<file path="src/rtl/instr_fetch_buffer_pkg.sv">
// Shared types for the instruction fetch buffer: the fetch packet held in the
// queue and the default queue depth.
package instr_fetch_buffer_pkg;

   localparam int DEFAULT_QUEUE_DEPTH = 4;

   typedef struct packed {
      logic [63:0] instr;   // slot1 in [63:32], slot0 in [31:0]
      logic [63:0] pc;      // slot1 pc in [63:32], slot0 pc in [31:0]
      logic [1:0]  valid;
      logic [1:0]  pred;    // predicted-taken, already masked by valid
   } fetch_pkt_t;

   function automatic logic [5:0] taken_count(input logic [1:0] pred);
      return {5'b0, pred[0]} + {5'b0, pred[1]};
   endfunction

endpackage

</file>
<file path="src/rtl/instr_fetch_buffer_if.sv">
// Memory request/response, redirect and decoder-side signals of the fetch buffer.
// master = the fetch buffer itself, slave = memory/decoder/branch unit side.
interface instr_fetch_buffer_if;

   logic        OUT_memReq;
   logic [31:0] OUT_memAddr;
   logic        IN_memReady;
   logic        IN_memValid;
   logic [63:0] IN_memData;
   logic [1:0]  IN_predTaken;
   logic [31:0] IN_predTarget;
   logic        IN_redirect;
   logic [31:0] IN_redirectPC;
   logic [5:0]  IN_redirectBranchID;
   logic        IN_stall;
   logic [63:0] OUT_instr;
   logic [1:0]  OUT_instrValid;
   logic [1:0]  OUT_branchPred;
   logic [11:0] OUT_branchID;
   logic [63:0] OUT_pc;

   modport master (
      output OUT_memReq, OUT_memAddr, OUT_instr, OUT_instrValid,
             OUT_branchPred, OUT_branchID, OUT_pc,
      input  IN_memReady, IN_memValid, IN_memData, IN_predTaken, IN_predTarget,
             IN_redirect, IN_redirectPC, IN_redirectBranchID, IN_stall
   );

   modport slave (
      input  OUT_memReq, OUT_memAddr, OUT_instr, OUT_instrValid,
             OUT_branchPred, OUT_branchID, OUT_pc,
      output IN_memReady, IN_memValid, IN_memData, IN_predTaken, IN_predTarget,
             IN_redirect, IN_redirectPC, IN_redirectBranchID, IN_stall
   );

endinterface

</file>
<file path="src/rtl/instr_fetch_buffer_fetch_queue.sv">
// Circular FIFO of fetch packets with push, pop, flush and a combinational head.
// A packet pushed in one cycle is visible at the head in the next.
module fetch_queue
   import instr_fetch_buffer_pkg::*;
#(
   parameter int DEPTH = DEFAULT_QUEUE_DEPTH
) (
   input  logic                     clk,
   input  logic                     rst,
   input  logic                     push_i,
   input  fetch_pkt_t               push_data_i,
   input  logic                     pop_i,
   input  logic                     flush_i,
   output fetch_pkt_t               head_o,
   output logic                     empty_o,
   output logic [$clog2(DEPTH):0]   count_o
);

   localparam int PTR_W = $clog2(DEPTH);
   localparam int CNT_W = PTR_W + 1;

   fetch_pkt_t        mem_q [DEPTH];
   logic [PTR_W-1:0]  wr_ptr_q, wr_ptr_d;
   logic [PTR_W-1:0]  rd_ptr_q, rd_ptr_d;
   logic [CNT_W-1:0]  count_q, count_d;
   logic              do_push;
   logic              do_pop;

   assign empty_o = (count_q == '0);
   assign count_o = count_q;
   assign head_o  = mem_q[rd_ptr_q];

   assign do_push = push_i && !flush_i;
   assign do_pop  = pop_i && !empty_o && !flush_i;

   always_comb begin
      wr_ptr_d = wr_ptr_q;
      rd_ptr_d = rd_ptr_q;
      count_d  = count_q;
      if (flush_i) begin
         wr_ptr_d = '0;
         rd_ptr_d = '0;
         count_d  = '0;
      end else begin
         if (do_push) wr_ptr_d = wr_ptr_q + PTR_W'(1);
         if (do_pop)  rd_ptr_d = rd_ptr_q + PTR_W'(1);
         count_d = count_q + CNT_W'(do_push) - CNT_W'(do_pop);
      end
   end

   always_ff @(posedge clk) begin
      if (rst) begin
         wr_ptr_q <= '0;
         rd_ptr_q <= '0;
         count_q  <= '0;
      end else begin
         wr_ptr_q <= wr_ptr_d;
         rd_ptr_q <= rd_ptr_d;
         count_q  <= count_d;
      end
   end

   always_ff @(posedge clk) begin
      if (do_push) mem_q[wr_ptr_q] <= push_data_i;
   end

   // Depth is a power of two, so the count MSB alone means "full".
   assert property (@(posedge clk) disable iff (rst) !(do_push && count_q[PTR_W]));

endmodule

</file>
<file path="src/rtl/instr_fetch_buffer.sv">
// Instruction fetch buffer: issues 8-byte aligned fetches under a credit limit,
// turns in-order responses into two-slot packets and feeds them to the decoder.
module instr_fetch_buffer
   import instr_fetch_buffer_pkg::*;
#(
   parameter int          QUEUE_DEPTH = DEFAULT_QUEUE_DEPTH,
   parameter logic [31:0] RESET_PC    = 32'h0000_0000
) (
   input logic                  clk,
   input logic                  rst,
   instr_fetch_buffer_if.master bus
);

   localparam int PTR_W  = $clog2(QUEUE_DEPTH);
   localparam int CNT_W  = PTR_W + 1;
   localparam int CRED_W = CNT_W + 1;

   logic [31:0]      fpc_q, fpc_d;
   logic [CNT_W-1:0] outst_q, outst_d;
   logic [CNT_W-1:0] discard_q, discard_d;
   logic [5:0]       bid_q, bid_d;
   logic [CNT_W-1:0] q_count;
   logic             q_empty;

   // In-flight request tracker: {addr[31:3], start slot} per outstanding fetch.
   logic [29:0]      inflight_q [QUEUE_DEPTH];
   logic [PTR_W-1:0] if_wr_q, if_rd_q;

   logic             mem_req;
   logic             accept;
   logic             resp;
   logic             keep;
   logic             pred_redir;
   logic             pop;
   logic [29:0]      rsp_ent;
   logic [31:0]      rsp_base;
   logic [1:0]       rsp_valid;
   logic [1:0]       rsp_pred;
   fetch_pkt_t       rsp_pkt;
   fetch_pkt_t       head;
   logic [11:0]      bid_out;

   assign mem_req = !rst &&
                    ((CRED_W'(q_count) + CRED_W'(outst_q)) < CRED_W'(QUEUE_DEPTH));
   assign accept  = mem_req && bus.IN_memReady;
   assign resp    = bus.IN_memValid && (outst_q != '0);
   assign keep    = resp && !bus.IN_redirect && (discard_q == '0);
   assign pop     = !q_empty && !bus.IN_stall && !bus.IN_redirect;

   always_comb begin
      rsp_ent   = inflight_q[if_rd_q];
      rsp_base  = {rsp_ent[29:1], 3'b000};
      rsp_valid = rsp_ent[0] ? 2'b10 : 2'b11;
      rsp_pred  = bus.IN_predTaken & rsp_valid;
      // A taken slot0 ends the packet: slot1 lies on the wrong path.
      if (rsp_pred[0]) begin
         rsp_valid[1] = 1'b0;
         rsp_pred[1]  = 1'b0;
      end
      rsp_pkt.instr = bus.IN_memData;
      rsp_pkt.pc    = {rsp_base + 32'd4, rsp_base};
      rsp_pkt.valid = rsp_valid;
      rsp_pkt.pred  = rsp_pred;
      pred_redir    = keep && (rsp_pred != 2'b00);
   end

   always_comb begin
      fpc_d = fpc_q;
      if (accept)          fpc_d = {fpc_q[31:3], 3'b000} + 32'd8;
      if (pred_redir)      fpc_d = bus.IN_predTarget;
      if (bus.IN_redirect) fpc_d = bus.IN_redirectPC;

      outst_d = outst_q + CNT_W'(accept) - CNT_W'(resp);

      // Every fetch still in flight after a redirect is on the wrong path.
      discard_d = discard_q;
      if (resp && !bus.IN_redirect && (discard_q != '0)) discard_d = discard_q - CNT_W'(1);
      if (pred_redir || bus.IN_redirect)                 discard_d = outst_d;

      bid_d = bid_q;
      if (bus.IN_redirect) bid_d = bus.IN_redirectBranchID;
      else if (pop)        bid_d = bid_q + taken_count(head.pred);
   end

   always_ff @(posedge clk) begin
      if (rst) begin
         fpc_q     <= RESET_PC;
         outst_q   <= '0;
         discard_q <= '0;
         bid_q     <= '0;
         if_wr_q   <= '0;
         if_rd_q   <= '0;
      end else begin
         fpc_q     <= fpc_d;
         outst_q   <= outst_d;
         discard_q <= discard_d;
         bid_q     <= bid_d;
         if (accept) if_wr_q <= if_wr_q + PTR_W'(1);
         if (resp)   if_rd_q <= if_rd_q + PTR_W'(1);
      end
   end

   always_ff @(posedge clk) begin
      if (accept) inflight_q[if_wr_q] <= {fpc_q[31:3], fpc_q[2]};
   end

   fetch_queue #(
      .DEPTH (QUEUE_DEPTH)
   ) u_fetch_queue (
      .clk         (clk),
      .rst         (rst),
      .push_i      (keep),
      .push_data_i (rsp_pkt),
      .pop_i       (pop),
      .flush_i     (bus.IN_redirect),
      .head_o      (head),
      .empty_o     (q_empty),
      .count_o     (q_count)
   );

   // Each slot's branchID skips the IDs taken by earlier predicted-taken slots.
   for (genvar gi = 0; gi < 2; gi++) begin : g_slot
      localparam logic [1:0] BEFORE_MASK = 2'((1 << gi) - 1);
      assign bid_out[gi*6 +: 6] = bid_q + taken_count(head.pred & BEFORE_MASK);
   end

   assign bus.OUT_memReq     = mem_req;
   assign bus.OUT_memAddr    = {fpc_q[31:3], 3'b000};
   assign bus.OUT_instrValid = q_empty ? 2'b00 : head.valid;
   assign bus.OUT_instr      = head.instr;
   assign bus.OUT_pc         = head.pc;
   assign bus.OUT_branchPred = head.pred;
   assign bus.OUT_branchID   = bid_out;

endmodule

</file>
<file path="src/flat_wrapper.sv">
// flat-port wrapper written by rule: the top's interface ports become plain ports
module instr_fetch_buffer_flat import instr_fetch_buffer_pkg::*;
#(
   parameter int          QUEUE_DEPTH = DEFAULT_QUEUE_DEPTH,
   parameter logic [31:0] RESET_PC    = 32'h0000_0000
)
  (clk, rst, bus_OUT_memReq, bus_OUT_memAddr, bus_OUT_instr, bus_OUT_instrValid, bus_OUT_branchPred, bus_OUT_branchID, bus_OUT_pc, bus_IN_memReady, bus_IN_memValid, bus_IN_memData, bus_IN_predTaken, bus_IN_predTarget, bus_IN_redirect, bus_IN_redirectPC, bus_IN_redirectBranchID, bus_IN_stall);
  instr_fetch_buffer_if bus_i ();
  input logic clk;
  input logic rst;
  output wire logic [$bits(bus_i.OUT_memReq)-1:0] bus_OUT_memReq;
  output wire logic [$bits(bus_i.OUT_memAddr)-1:0] bus_OUT_memAddr;
  output wire logic [$bits(bus_i.OUT_instr)-1:0] bus_OUT_instr;
  output wire logic [$bits(bus_i.OUT_instrValid)-1:0] bus_OUT_instrValid;
  output wire logic [$bits(bus_i.OUT_branchPred)-1:0] bus_OUT_branchPred;
  output wire logic [$bits(bus_i.OUT_branchID)-1:0] bus_OUT_branchID;
  output wire logic [$bits(bus_i.OUT_pc)-1:0] bus_OUT_pc;
  input wire logic [$bits(bus_i.IN_memReady)-1:0] bus_IN_memReady;
  input wire logic [$bits(bus_i.IN_memValid)-1:0] bus_IN_memValid;
  input wire logic [$bits(bus_i.IN_memData)-1:0] bus_IN_memData;
  input wire logic [$bits(bus_i.IN_predTaken)-1:0] bus_IN_predTaken;
  input wire logic [$bits(bus_i.IN_predTarget)-1:0] bus_IN_predTarget;
  input wire logic [$bits(bus_i.IN_redirect)-1:0] bus_IN_redirect;
  input wire logic [$bits(bus_i.IN_redirectPC)-1:0] bus_IN_redirectPC;
  input wire logic [$bits(bus_i.IN_redirectBranchID)-1:0] bus_IN_redirectBranchID;
  input wire logic [$bits(bus_i.IN_stall)-1:0] bus_IN_stall;
  assign bus_OUT_memReq = bus_i.OUT_memReq;
  assign bus_OUT_memAddr = bus_i.OUT_memAddr;
  assign bus_OUT_instr = bus_i.OUT_instr;
  assign bus_OUT_instrValid = bus_i.OUT_instrValid;
  assign bus_OUT_branchPred = bus_i.OUT_branchPred;
  assign bus_OUT_branchID = bus_i.OUT_branchID;
  assign bus_OUT_pc = bus_i.OUT_pc;
  assign bus_i.IN_memReady = bus_IN_memReady;
  assign bus_i.IN_memValid = bus_IN_memValid;
  assign bus_i.IN_memData = bus_IN_memData;
  assign bus_i.IN_predTaken = bus_IN_predTaken;
  assign bus_i.IN_predTarget = bus_IN_predTarget;
  assign bus_i.IN_redirect = bus_IN_redirect;
  assign bus_i.IN_redirectPC = bus_IN_redirectPC;
  assign bus_i.IN_redirectBranchID = bus_IN_redirectBranchID;
  assign bus_i.IN_stall = bus_IN_stall;
  instr_fetch_buffer #(.QUEUE_DEPTH(QUEUE_DEPTH), .RESET_PC(RESET_PC)) u_core (.clk(clk), .rst(rst), .bus(bus_i));
endmodule
</file>
<file path="config.mk">
export PLATFORM = sky130hd
export DESIGN_NAME = instr_fetch_buffer_flat
export DESIGN_NICKNAME = d
export VERILOG_FILES = /design/src/rtl/instr_fetch_buffer_pkg.sv /design/src/rtl/instr_fetch_buffer_if.sv /design/src/rtl/instr_fetch_buffer_fetch_queue.sv /design/src/rtl/instr_fetch_buffer.sv /design/src/flat_wrapper.sv
export SDC_FILE = /design/constraint.sdc
export NUM_CORES = 1
export LEC_CHECK = 0
export CAP_MARGIN = 20
export CORE_ASPECT_RATIO = 0.8
export CORE_MARGIN = 5
export CORE_UTILIZATION = 35
export DETAILED_ROUTE_END_ITERATION = 10
export HOLD_SLACK_MARGIN = 0.12
export PLACE_DENSITY = 0.55
export SLEW_MARGIN = 25
export SYNTH_ARGS = -nofsm -noshare
export SYNTH_HDL_FRONTEND = slang
export SYNTH_HIERARCHICAL = 1
export SYNTH_SLANG_ARGS = --single-unit
</file>
<file path="constraint.sdc">
create_clock -name clk -period 5.55 [get_ports clk]
set_input_delay 0.8325 -clock clk [delete_from_list [all_inputs] [get_ports clk]]
set_output_delay 0.8325 -clock clk [all_outputs]
set_load 0.02 [all_outputs]
</file>
==> results_dict.tcl <==
set metrics [dict create \
    post_dp_cell_area_sq_um 31400 \
    r2r_cells 8 \
    fin_crit_sh 0.747 \
    grt_max_degree 89 \
    syn_inst 1293 \
    dp_hpwl_um 38400 \
    yosysMostFrequentCell "edfxtp_1" \
    antenna_left 0 \
    rsz0062_at_grt "no" \
    cp.required_ps 4720 \
    root_buffer "clkbuf_16" \
    clock_path_buffers 3 \
    crit_path_end_kind "primary output" \
    r2r_end "u_core/u_fetch_queue/mem_q[2][99]$_DFFE_PP_" \
    initial_utilization 0.353 \
    setup_tns_ps 0 \
    wl_per_cell_um 23.1 \
    synth_edf_count 648 \
    vias 13500 \
    drtPass1Iterations 4 \
    async_flop_share 0 \
    grt_pass1_wl_um 93900 \
    synthDistinctLibCells 58 \
    worstMarginPinSlew_ps 947 \
    grt-ovfl-total 0 \
    max_freq_mhz 241 \
    cts_tree "built" \
    clk_latency_ps 600 \
    finalHoldViolations 0 \
    drt_iter0_markers 896 \
    yosysSeqAreaShare 0.759 \
    grt_pass1_vias 14500 \
    outcome "complete, no violations" \
    ys.flop_type "edfxtp_1" \
    io_pins 319 \
    gp_congestion 0.806 \
    syn-mean-instance-area_sq_um 21.0 \
    slew-limit-headroom 0.369 \
    netlist_top_cells_area "edfxtp_1, mux4_2, dfxtp_1" \
    via_per_inst 4.98 \
    synth_area_leader_cell "edfxtp_1" \
    core.rowCount 91 \
    power.density_nw_per_um2 378 \
    holdCritStartpoint "u_core/if_wr_q[1]$_SDFFE_PP0P_" \
    max-cap-violations 0 \
    nFillCells 6702 \
    yosys_warnings 6 \
    drv_slew 0 \
    die_h_um 259 \
    die-area_sq_um 83300 \
    syn-cell-area_sq_um 27100 \
    p_leak_nw 10.7 \
    io_buffers 311 \
    whs_path_depth 2 \
    drc 0 \
    reg2reg_from "u_core/discard_q[0]$_SDFFE_PP0P_" \
    numCtsBuffers 74 \
    coreArea_sq_um 77000 \
    clk_pin_slew_ps 60 \
    synthTopCellsByCount "edfxtp_1, mux4_2, dfxtp_1" \
    grt_usage 0.149 \
    nets 1803 \
    area_delta_synth_final_pct 25.1 \
    synth_top_area_frac 0.717 \
    ys_ff_latch 705 \
    die_x_um 321 \
    start_kind "register" \
    ir_worst_vdd_uv 220 \
    hold_end "u_core/if_wr_q[1]$_SDFFE_PP0P_" \
    wirelength_um 62700 \
    r2r_slack_ps 2040 \
    cts_max_level 3 \
    post-route-util 0.441 \
    cts_resized 0 \
    finalInstanceArea_sq_um 33900 \
    post-cts-setup-buffers 0 \
    antenna_found_initial 3 \
    arrival_ps 3310 \
    hold_class "reg -> reg" \
    layout-drive-gt1-share 0.197 \
    post-place-cells 2585 \
    hold_buffers 0 \
    finalCriticalPeriod_ps 4150 \
    crit_fanout 48 \
    worstSetupPathType "reg -> out" \
    stdcell_count 2720 \
    clock-sinks 705 \
    setup_viol_count_final 0 \
    skew_ps 18.7 \
]
==> worst max-delay path by stage <==
stage | startpoint | end | slack, ps
finish | register | bus_OUT_pc[20] | 1400
global route | register | bus_OUT_pc[20] | 1220
CTS | register | bus_OUT_pc[6] | 1270
detailed placement | bus_IN_memValid | u_core/u_fetch_queue/mem_q[2][89]$_DFFE_PP_ | 1340
global placement | bus_IN_memValid | u_core/u_fetch_queue/mem_q[2][89]$_DFFE_PP_ | 1370
floorplan | bus_IN_memValid | u_core/u_fetch_queue/mem_q[0][0]$_DFFE_PP_ | 320
==> report_power, final <==
group,switching (W),total [W],leakage (nW),internal (W)
registers,0.000143,0.00633,6.33,0.00618
logic,0.000771,0.00134,3.13,0.000568
clock network,0.00201,0.00515,1.24,0.00315
total,0.00292,0.0128,10.7,0.00990
==> area by class of cell <==
| class | count | area, sq um | area share |
|---|---|---|---|
| Clock buffer | 87 | 1930 | 0.0569 |
| Sequential cell | 705 | 20600 | 0.607 |
| Antenna cell | 1 | 2.50 | 0.0000737 |
| Clock inverter | 47 | 598 | 0.0176 |
| Multi-Input combinational cell | 495 | 6000 | 0.177 |
| Timing Repair Buffer | 337 | 3430 | 0.101 |
| Tap cell | 1023 | 1280 | 0.0377 |
| Inverter | 25 | 93.8 | 0.00276 |
==> flip-flops by register name, summed over array words and instances, names as in the netlist, named ones only <==
register,flops
u_core/if_wr_q,2
u_core/u_fetch_queue/count_o,3
u_core/u_fetch_queue/rd_ptr_q,2
u_core/fpc_q,30
u_core/outst_q,3
u_core/u_fetch_queue/wr_ptr_q,2
u_core/bid_q,6
u_core/if_rd_q,2
u_core/discard_q,3
u_core/u_fetch_queue/mem_q,528
u_core/inflight_q,120
==> cells in the final DEF (no fill, tap or decap), types with 4 or more instances in the layout <==
cell type          n
inv_6              4
edfxtp_1         648
nor2b_1            5
mux2_2             7
clkbuf_1          11
mux2i_1            4
o22ai_1            4
buf_4             16
o21a_1             7
mux4_2           161
nor3b_1            4
o221ai_1           9
nand3_1           17
a32oi_1            7
conb_1            27
and4_1            10
and3_1             9
nor3_1            15
clkbuf_16         75
ha_1              20
a211oi_1          15
o21ai_0            9
clkdlybuf4s50_1  311
inv_1             24
nor2_1            34
and2_4             4
nor4_1             4
nand4_1            8
xnor2_1           26
a21oi_1           16
o221a_2            7
nand2_1           16
clkinv_1          12
clkinv_2          13
dfxtp_1           53
xor2_1            12
buf_12            10
bufinv_16         14
and2_2             4
a22oi_1            4
==> metrics by stage <==
step	total power (W)	worst slack, ps	hold slack [ps]
after global routing	0.0134	1220	539
after CTS	0.0130	1270	498
final	0.0128	1400	500
after global placement	0.00776	1370	483
after floorplan	0.00720	317	460
after detailed placement	0.00780	1340	490
==> logic make-up (layout without fill, tap and decap cells) <==
| kind of cell | after synthesis | after routing | share of synthesized area |
|---|---|---|---|
| AND/OR/NAND/NOR | 143 | 143 | 0.0286 |
| multiplexers | 172 | 172 | 0.138 |
| AO/OA/AOI/OAI | 91 | 91 | 0.0253 |
| buffers and inverters | 118 | 496 | 0.0244 |
| adder cells (fa/ha/maj) | 23 | 23 | 0.0114 |
| other | 2 | 28 | 0.000277 |
| flip-flops | 705 | 705 | 0.759 |
| XOR/XNOR | 39 | 39 | 0.0131 |
==> critical path: stages, from the launching register on <==
cell and delay, ps:
dfxtp_4 820, buf_4 740, mux4_2 350, clkdlybuf4s50_1 710
==> routing by layer <==
metal | wire, um | track usage | vias up | part of all wire
met2 | 29200 | 0.233 | 370 | 0.46
met5 | 13 | 0 | - | 0.00021
met4 | 1370 | 0.0353 | 2 | 0.022
li1 | - | - | 5977 | -
met3 | 3970 | 0.0413 | 87 | 0.063
met1 | 28200 | 0.210 | 7104 | 0.45
Power figures use the tool's default switching activity.
